===== src/rtl/ambilight_pkg.sv =====
// Shared FSM encoding, RAM word byte lanes and write-strobe constant for the ambilight zone writer.
package ambilight_pkg;

    typedef enum logic [1:0] {
        ST_IDLE   = 2'd0,
        ST_ZONES  = 2'd1,
        ST_STATUS = 2'd2
    } state_e;

    localparam int LANE_TAG = 24;
    localparam int LANE_R   = 16;
    localparam int LANE_G   = 8;
    localparam int LANE_B   = 0;

    localparam logic [3:0] BYTE_EN_ALL = 4'b1111;

    // Status word sits directly after the last zone word.
    function automatic int status_ofs(input int n_zones);
        return n_zones;
    endfunction

endpackage


===== src/rtl/ambilight_zone_acc.sv =====
// One zone's saturating R/G/B accumulators plus the end-of-frame shadow copy.
// Clear drops any pixel arriving that cycle from the accumulator; a snapshot on that cycle includes it.
module ambilight_zone_acc
    import ambilight_pkg::*;
#(
    parameter int SUM_W = 24
) (
    input  logic             clk_clk,
    input  logic             reset_reset_n,
    input  logic             add_i,
    input  logic [23:0]      rgb_i,
    input  logic             clr_i,
    input  logic             snap_i,
    output logic [SUM_W-1:0] r_o,
    output logic [SUM_W-1:0] g_o,
    output logic [SUM_W-1:0] b_o
);

    logic [SUM_W-1:0] acc_q [3];
    logic [SUM_W-1:0] acc_d [3];
    logic [SUM_W-1:0] shd_q [3];
    logic [7:0]       chan  [3];

    assign chan[0] = rgb_i[LANE_R +: 8];
    assign chan[1] = rgb_i[LANE_G +: 8];
    assign chan[2] = rgb_i[LANE_B +: 8];

    function automatic logic [SUM_W-1:0] sat_add(input logic [SUM_W-1:0] a, input logic [7:0] b);
        logic [SUM_W:0] wide;
        wide = {1'b0, a} + {{(SUM_W-7){1'b0}}, b};
        return wide[SUM_W] ? '1 : wide[SUM_W-1:0];
    endfunction

    always_comb begin
        for (int c = 0; c < 3; c++) begin
            acc_d[c] = add_i ? sat_add(acc_q[c], chan[c]) : acc_q[c];
        end
    end

    always_ff @(posedge clk_clk or negedge reset_reset_n) begin
        if (!reset_reset_n) begin
            for (int c = 0; c < 3; c++) begin
                acc_q[c] <= '0;
                shd_q[c] <= '0;
            end
        end else begin
            for (int c = 0; c < 3; c++) begin
                acc_q[c] <= clr_i ? '0 : acc_d[c];
                if (snap_i) begin
                    shd_q[c] <= acc_d[c];
                end
            end
        end
    end

    assign r_o = shd_q[0];
    assign g_o = shd_q[1];
    assign b_o = shd_q[2];

endmodule


===== src/rtl/ambilight_zone_writer.sv =====
// Accumulates per-zone RGB sums, snapshots them at end of frame and streams averages plus a commit word
// into RAM: zone k written k+1 cycles after the eof edge's start pulse; eofs during a flush are dropped.
module ambilight_zone_writer
    import ambilight_pkg::*;
#(
    parameter int N_ZONES   = 16,
    parameter int ADDR_W    = 13,
    parameter int BASE_ADDR = 0,
    parameter int SUM_W     = 24,
    parameter int PIX_SHIFT = 12,
    localparam int ZONE_W   = $clog2(N_ZONES)
) (
    input  logic              clk_clk,
    input  logic              reset_reset_n,
    input  logic              pix_valid,
    input  logic [ZONE_W-1:0] pix_zone,
    input  logic [23:0]       pix_rgb,
    input  logic              pix_eof,
    input  logic              overrun_clr,
    output logic [ADDR_W-1:0] ram_address,
    output logic              ram_chipselect,
    output logic              ram_clken,
    output logic              ram_write,
    output logic [31:0]       ram_writedata,
    output logic [3:0]        ram_byteenable,
    output logic              busy,
    output logic              overrun,
    output logic [31:0]       frame_cnt
);

    localparam int STATUS_OFS = status_ofs(N_ZONES);

    state_e              state_q, state_d;
    logic [ZONE_W-1:0]   idx_q, idx_d;
    logic                start_q;
    logic                accept;
    logic [31:0]         frame_cnt_q;
    logic                overrun_q, overrun_d;
    logic                wr_q, wr_d;
    logic [ADDR_W-1:0]   addr_q, addr_d;
    logic [31:0]         data_q, data_d;
    logic [3:0]          be_q;
    logic [SUM_W-1:0]    shd_r [N_ZONES];
    logic [SUM_W-1:0]    shd_g [N_ZONES];
    logic [SUM_W-1:0]    shd_b [N_ZONES];

    // start_q covers the gap between the eof edge and the FSM leaving IDLE.
    assign accept = pix_eof && (state_q == ST_IDLE) && !start_q;

    for (genvar g = 0; g < N_ZONES; g++) begin : g_zone
        ambilight_zone_acc #(.SUM_W(SUM_W)) u_acc (
            .clk_clk       (clk_clk),
            .reset_reset_n (reset_reset_n),
            .add_i         (pix_valid && (pix_zone == ZONE_W'(g))),
            .rgb_i         (pix_rgb),
            .clr_i         (pix_eof),
            .snap_i        (accept),
            .r_o           (shd_r[g]),
            .g_o           (shd_g[g]),
            .b_o           (shd_b[g])
        );
    end

    function automatic logic [7:0] avg8(input logic [SUM_W-1:0] sum);
        logic [SUM_W-1:0] shifted;
        shifted = sum >> PIX_SHIFT;
        return ((shifted >> 8) != '0) ? 8'hFF : shifted[7:0];
    endfunction

    always_comb begin
        state_d = state_q;
        idx_d   = idx_q;
        case (state_q)
            ST_IDLE: begin
                if (start_q) begin
                    state_d = ST_ZONES;
                    idx_d   = '0;
                end
            end
            ST_ZONES: begin
                if (idx_q == ZONE_W'(N_ZONES - 1)) begin
                    state_d = ST_STATUS;
                end else begin
                    idx_d = idx_q + 1'b1;
                end
            end
            ST_STATUS: state_d = ST_IDLE;
            default:   state_d = ST_IDLE;
        endcase
    end

    // Outputs are registered from the next state so each write lands in the same cycle as its state.
    always_comb begin
        wr_d   = (state_d != ST_IDLE);
        addr_d = '0;
        data_d = '0;
        if (state_d == ST_ZONES) begin
            addr_d                 = ADDR_W'(BASE_ADDR) + ADDR_W'(idx_d);
            data_d[LANE_TAG +: 8]  = frame_cnt_q[7:0];
            data_d[LANE_R +: 8]    = avg8(shd_r[idx_d]);
            data_d[LANE_G +: 8]    = avg8(shd_g[idx_d]);
            data_d[LANE_B +: 8]    = avg8(shd_b[idx_d]);
        end else if (state_d == ST_STATUS) begin
            addr_d = ADDR_W'(BASE_ADDR + STATUS_OFS);
            data_d = frame_cnt_q;
        end
    end

    always_comb begin
        overrun_d = overrun_q;
        if (pix_eof && !accept) begin
            overrun_d = 1'b1;
        end else if (overrun_clr) begin
            overrun_d = 1'b0;
        end
    end

    always_ff @(posedge clk_clk or negedge reset_reset_n) begin
        if (!reset_reset_n) begin
            state_q     <= ST_IDLE;
            idx_q       <= '0;
            start_q     <= 1'b0;
            frame_cnt_q <= '0;
            overrun_q   <= 1'b0;
            wr_q        <= 1'b0;
            addr_q      <= '0;
            data_q      <= '0;
            be_q        <= '0;
        end else begin
            state_q     <= state_d;
            idx_q       <= idx_d;
            start_q     <= accept;
            frame_cnt_q <= frame_cnt_q + 32'(accept);
            overrun_q   <= overrun_d;
            wr_q        <= wr_d;
            addr_q      <= addr_d;
            data_q      <= data_d;
            be_q        <= wr_d ? BYTE_EN_ALL : 4'b0000;
        end
    end

    assign ram_address    = addr_q;
    assign ram_chipselect = wr_q;
    assign ram_clken      = wr_q;
    assign ram_write      = wr_q;
    assign ram_writedata  = data_q;
    assign ram_byteenable = be_q;
    assign busy           = wr_q;
    assign overrun        = overrun_q;
    assign frame_cnt      = frame_cnt_q;

endmodule


===== config.mk =====
export PLATFORM = sky130hd
export DESIGN_NAME = ambilight_zone_writer
export DESIGN_NICKNAME = d
export VERILOG_FILES = /design/src/rtl/ambilight_pkg.sv /design/src/rtl/ambilight_zone_acc.sv /design/src/rtl/ambilight_zone_writer.sv
export SDC_FILE = /design/constraint.sdc
export NUM_CORES = 2
export LEC_CHECK = 0
export CORE_MARGIN = 8
export CORE_UTILIZATION = 35
export CTS_CLUSTER_SIZE = 25
export DETAILED_ROUTE_END_ITERATION = 12
export PLACE_DENSITY = 0.55
export SLEW_MARGIN = 25
export SYNTH_ARGS = -nofsm -noshare
export SYNTH_HDL_FRONTEND = slang
export SYNTH_SLANG_ARGS = --single-unit

===== constraint.sdc =====
create_clock -name clk_clk -period 7.8 [get_ports clk_clk]
set_input_delay 0.78 -clock clk_clk [delete_from_list [all_inputs] [get_ports clk_clk]]
set_output_delay 0.78 -clock clk_clk [all_outputs]
set_load 0.02 [all_outputs]

* After elaboration in Yosys (flattened, before gate mapping) *
Cells that the tools add are included.

storage, ports and cells
  register bits after elaboration = 2394
  bits in latches = 0
  RAM bits = 0
  memory bits (read-only) = 0
  input bits = 33
  memories kept = 0

operators by class
  add/subtract/negate cells = 50
  multipliers = 0
  div/mod/pow operators = 0
  magnitude comparators = 1
  equality and inequality tests = 19
  shift operators = 0
  mux-type cells = 169
  bitwise gates (word level) = 1
  reduce and logical (&&, ||, !) cells = 28

operator list
  operator             number
  $mux 24              150
  $add 24x8->25        48
  $bmux 24 s4          3
  $reduce_bool 24->1   3
  $mux 32              2
  $eq 4x4->1 const B   9
  $add 32x1->32        1
  $mux 8               3
  $logic_and 1x1->1    19
  $eq 4x3->1 const B   4
  $mux 4               3
  $mux 5               2
  $eq 4x2->1 const B   2
  $pmux 4 s2           1
  $ge 5x5->1 const B   1
  $not 4->5            1
  $add 4x1->4 const B  1
  $eq 2x1->1 const B   2
  $eq 4x1->1 const B   1
  $logic_not 4->1      1
  $mux 2               2
  $pmux 2 s2           1
  $reduce_bool 2->1    2
  $eq 2x2->1 const B   1
  3 further kinds      5

* Logic depth before layout (Yosys ltp) *
  depth in word-level cells = 10
  mapped depth = 15
  mapped depth without buffers = 11

* Cells and area by module *
A second synthesis with hierarchy kept.

second synthesis, totals
  cell total of the unflattened synthesis = 13342
  area total of the unflattened synthesis = 125476.6 µm²

modules (own cells, without submodules)
  module                                    times used  cells an instance  area each (µm²)  seq. area each (µm²)
  ambilight_zone_acc (g_zone[0].u_acc ...)  9           761                7278.2           3603.5
  ambilight_zone_acc (g_zone[7].u_acc ...)  2           769                7389.6           3603.5
  ambilight_zone_writer                     1           1129               8257.9           1951.9
  ambilight_zone_acc (g_zone[3].u_acc)      1           781                7428.4           3603.5
  ambilight_zone_acc (g_zone[12].u_acc)     1           769                7407.1           3603.5
  ambilight_zone_acc (g_zone[4].u_acc)      1           763                7382.1           3603.5
  ambilight_zone_acc (g_zone[6].u_acc)      1           772                7375.8           3603.5
  ambilight_zone_acc (g_zone[9].u_acc)      1           741                7342.0           3603.5

* Worst setup path after synthesis *
No wires, ideal clock.

  path kind = input -> register
  start point = input port pix_eof
  end point = register frame_cnt_q[29], in the netlist frame_cnt[29]
  arrival time = 3649 ps
  required time = 7669 ps
  setup slack = 4020 ps
  stages = 14
  buffers on the path = 4
  cell sequence = clkbuf_1 > nand2_1 > clkbuf_1 > inv_2 > clkbuf_1 > buf_1 > ha_1 > and4_1 > inv_1 > nor3_1 > nand2_1 > nor3_1 > nand3_1 > xnor2_1

between the ends
  word-level cells in the longest chain between the ends = 3

ends and longest elaborated chain
  what                            RTL line                      source
  start: declaration              ambilight_zone_writer.sv:18   input logic pix_eof,
  $logic_and 1x1->1 (2 in a row)  ambilight_zone_writer.sv:48   assign accept = pix_eof && (state_q == ST_IDLE) && !start_q;
  net accept                      ambilight_zone_writer.sv:36   logic accept;
  $add 32x1->32                   ambilight_zone_writer.sv:133  frame_cnt_q <= frame_cnt_q + 32'(accept);
  end signal: assignment          ambilight_zone_writer.sv:133
  end: declaration                ambilight_zone_writer.sv:37   logic [31:0] frame_cnt_q;

The timed path passes the listed nets, and every way through them passes these cells.
A chain may end at the register's enable or synchronous reset.

* Final worst setup path *
  start point = register idx_q[0]
  end point = register data_q[18], in the netlist ram_writedata[18]

between the ends
  word-level cells in the longest chain between the ends = 10
  elaborated cells on any way between the ends = 17
  those cells by class = add/sub: 1; eq/ne: 3; mux: 11; bitwise: 1; reduce/logical: 1

ends and longest elaborated chain
  what                                        RTL line                                                  source
  start: declaration                          ambilight_zone_writer.sv:34                               logic [ZONE_W-1:0] idx_q, idx_d;
  start signal: assignment                    ambilight_zone_writer.sv:131                              idx_q <= idx_d;
  $add 4x1->4 or $eq 4x4->1 (tied branches)   ambilight_zone_writer.sv:84, ambilight_zone_writer.sv:81
  $mux 4                                      ambilight_zone_writer.sv:81                               if (idx_q == ZONE_W'(N_ZONES - 1)) begin
  $pmux 4 s2                                  ambilight_zone_writer.sv:73                               case (state_q)
  $not 4->5 (not written as such)             ambilight_zone_writer.sv:100                              data_d[LANE_R +: 8] = avg8(shd_r[idx_d]);
  $bmux 24 s4                                 ambilight_zone_writer.sv:100
  $mux 24 (not written as such) (2 in a row)  ambilight_zone_writer.sv:100
  $reduce_bool 24->1                          ambilight_zone_writer.sv:67                               return ((shifted >> 8) != '0) ? 8'hFF : shifted[7:0];
  $mux 8                                      ambilight_zone_writer.sv:67
  $mux 32 (*)                                 ambilight_zone_writer.sv:97                               if (state_d == ST_ZONES) begin
  net data_d[18]                              ambilight_zone_writer.sv:41                               logic [31:0] data_q, data_d;
  end signal: assignment                      ambilight_zone_writer.sv:137                              data_q <= data_d;
  end: declaration                            ambilight_zone_writer.sv:41

The timed path passes the listed nets; every way through them passes the cells marked *. The select of a mux whose other input is x is not followed.

==> reports/qor.csv <==
stage;metric;value;unit
floorplanning;fp.dieW;545;um
critical_path;critPathSlowestCell;buf_4;
clock_tree;clk_latency;880;ps
clock_tree;htree_levels;4;
timing;setup_violations;0;
layout;layout_common_cells;dfrtp_1 (1806), nor2_1 (1129), nand2_1 (1032), a21oi_1 (992), o21ai_0 (739);
layout;nets;10938;
critical_path;timing.critical_path.mode_cell;buf_4;
floorplanning;row_count;194;
global_route;grt_pass1_wl;466000;um
critical_path;worstRegToRegCells;12;
place;gp_congestion;0.856;
pwr;switching_power;9.97;mW
flow_run;max-cap-violations;0;
clock_tree;root_buffer;clkbuf_16;
logic_synthesis;yosys.area_share.xor_xnor;0.0575;
pwr;ir_drop;0.000365;V
timing;hold_viol;0;
critical_path;cp.buffers_inverters;3;
timing;clock.fmax;207;MHz
timing;max-slew-margin-rel;0.233;
floorplanning;io_pins;119;
pwr;pwr-share-clk;0.361;
timing;hold_ws;394;ps
pwr;swShare;0.353;
place;io_buffer_count;110;
floorplanning;core_area;279000;um2
detailed_routing;drt_iter0_drc;6490;
timing;layout_min_cycle_time;4840;ps
logic_synthesis;synth_compound_area_frac;0.177;
logic_synthesis;synthCells;10502;
detailed_routing;drc;0;
logic_synthesis;yosysSeqAreaShare;0.461;
critical_path;critPathMaxFanout;146;
global_route;antenna_found_initial;34;
logic_synthesis;ys_seq_elements;1806;
timing;fin_setup_tns;0;ps
layout;final_util;0.395;
timing;fin_skew;57.8;ps
critical_path;cp-end-kind;flop;
critical_path;required;8520;ps
clock_tree;clk_pin_slew;60;ps
hold_path;min_path_cells;2;
global_route;grt_overflow;0;
critical_path;cp-start-kind;flop;
pwr;p_seq_frac;0.374;
logic_synthesis;synth_edf_count;0;
floorplanning;initial_core_util;0.351;
detailed_routing;viasPerCell;5.56;
logic_synthesis;synth_top_family_by_area;simple AND/OR/NAND/NOR gates;
global_route;grt_max_degree;163;
global_route;grt_pass1_vias;79576;
detailed_routing;dr.pass1.iters;9;
timing;slew_viol_final;0;
logic_synthesis;ys.flop_type;dfrtp_1;
layout;areaGrowthSynthToFinish;12.4;%
global_route;track_usage;0.194;
logic_synthesis;synthSimpleGateAreaFrac;0.180;
clock_tree;cts_buffers;204;
floorplanning;die_area;297000;um2
critical_path;crit_arrival;5560;ps
pwr;comb_power_share;0.265;
clock_tree;numClockSinks;1806;
detailed_routing;detail_route.wl_per_cell;20.7;um
logic_synthesis;synth_warnings;0;
detailed_routing;vias;79960;
layout;final_common_cell;dfrtp_1;
timing;tightest_slew;1150;ps
layout;drive_gt1_frac;0.0709;
detailed_routing;wirelength;298000;um
logic_synthesis;syn_area_per_cell;9.34;um2
pwr;cellPowerDensity;256;nW/um2
critical_path;critPathMaxStageDelay;640;ps
clock_tree;clock_path_buffers;3;
timing;grt_setup_unrepaired;no;
logic_synthesis;synth_cell_types;97;
timing;fin_crit_sh;0.620;
clock_tree;cts_tree;yes;
critical_path;cp.depth;12;
critical_path;cp_top_family;buffers and inverters;
outcome;outcome;complete, no violations;
place;hpwl;201000;um
floorplanning;die_y;545;um
logic_synthesis;mappedNetlistArea;98100;um2
place;placed_area;103000;um2
detailed_routing;antenna_left;0;
pwr;leakage;49.1;nW
pwr;internal-power;18.3;mW
logic_synthesis;synthArstFlopShare;1.00;
critical_path;critical_path_class;flop to flop;
critical_path;path_cells;ha_1, and4_1, or2_1, buf_4, a21oi_4, clkinv_8, buf_4, o41ai_1, a21boi_0, or4_4, a31oi_4, a21oi_1;
logic_synthesis;synth_fa_ha_area_frac;0.0592;
pwr;finalPower;28.3;mW
layout;design_area;110000;um2
logic_synthesis;synth.area.mux_share;0.0350;
hold_path;hp-class;input port to flop;
[cell usage after synthesis, types with 111 or more instances]
cell	number	area, um2
a21oi_1	992	4960
mux2i_1	273	2730
nor3_1	365	1830
xor2_1	324	2840
nor2_1	1143	4290
clkbuf_1	396	1490
o21ai_0	740	3700
ha_1	387	4840
nand4_1	172	1080
nand3_1	325	1630
inv_1	225	845
xnor2_1	320	2800
dfrtp_1	1806	45200
and3_1	277	1730
nand2_1	1033	3880
a211oi_1	111	833
a31oi_1	191	1190
a21o_1	119	893
[worst register-to-register path: stages, from the launching register on]
cell	delay, ps
dfrtp_1	450
ha_1	300
and4_1	230
or2_1	210
buf_4	230
a21oi_4	270
clkinv_8	620
buf_4	780
o41ai_1	210
a21boi_0	350
or4_4	540
a31oi_4	380
a21oi_1	130
[timing repair]
item / CTS / global route
setup endpoints to repair: 0 / 0
resized for setup: 0 / 0
hold buffers: 1 / 0
hold endpoints to repair: 100 / 0
buffers inserted: 0 / 0
[registers in the layout, summed over array words and instances, names as in the netlist]
signal and cells:
ram_byteenable 1, idx_q 4, ram_writedata 32, frame_cnt 32, g_zone.u_acc.g_o 192, g_zone.u_acc.b_o 192
state_q 2, g_zone.u_acc.acc_q 1152, ram_address 5, start_q 1, overrun 1, g_zone.u_acc.r_o 192
[final cells by class]
type                    instances  area [um2]
repair buffers                240        2190
diodes                         13        32.5
clock inverters                86        1230
multi-input cells            7988       50100
inverters                     230         891
fillers                     27497      169000
flip-flops and latches       1806       45200
clock buffers                 287        5930
well taps                    3724        4660
[stage by stage]
step	setup slack, ps	cells
4_1_cts	2930	14361
6_report	2960	14374
2_1_floorplan	4020	10509
5_1_grt	2670	14369
3_3_place_gp	2700	13986
3_5_place_dp	2770	13987
[routing by layer]
metal	up-vias	routed length (um)	track usage
met5	-	0	0
met4	0	12300	0.0783
met3	447	14400	0.0236
met2	1899	137000	0.315
met1	39920	134000	0.263
li1	37694	-	-
[logic make-up after synthesis]
group	count (synthesis)
xor+xnor	644
fa+ha+maj	435
simple gates	3784
compound gates	2806
other cells	1
mux	311
buf+inv	715
flops	1806
[power groups by stage]
| stage | registers [mW] | clock network [mW] | logic (mW) |
|---|---|---|---|
| 4_1_cts | 10.6 | 10.5 | 7.49 |
| 5_1_grt | 10.6 | 10.8 | 7.99 |
| 2_1_floorplan | 10.6 | 0 | 4.40 |
| 6_report | 10.6 | 10.2 | 7.48 |
| 3_5_place_dp | 10.7 | 0 | 7.46 |
| 3_3_place_gp | 10.7 | 0 | 7.37 |
[path summary, 6_finish.rpt]
| path | from | endpoint | slack [ps] |
|---|---|---|---|
| max | idx_q[0] | ram_writedata[18] | 2960 |
| min | pix_eof | g_zone[3].u_acc.acc_q[22] | 390 |
| max reg2reg | idx_q[0] | ram_writedata[18] | 2960 |
| min reg2reg | g_zone[8].u_acc.b_o[16] | g_zone[8].u_acc.b_o[16] | 470 |
| max in group asynchronous | reset_reset_n | g_zone[3].u_acc.acc_q[10] | 5230 |
| min in group asynchronous | reset_reset_n | g_zone[13].u_acc.acc_q[28] | 490 |
Power figures use the tool's default switching activity.
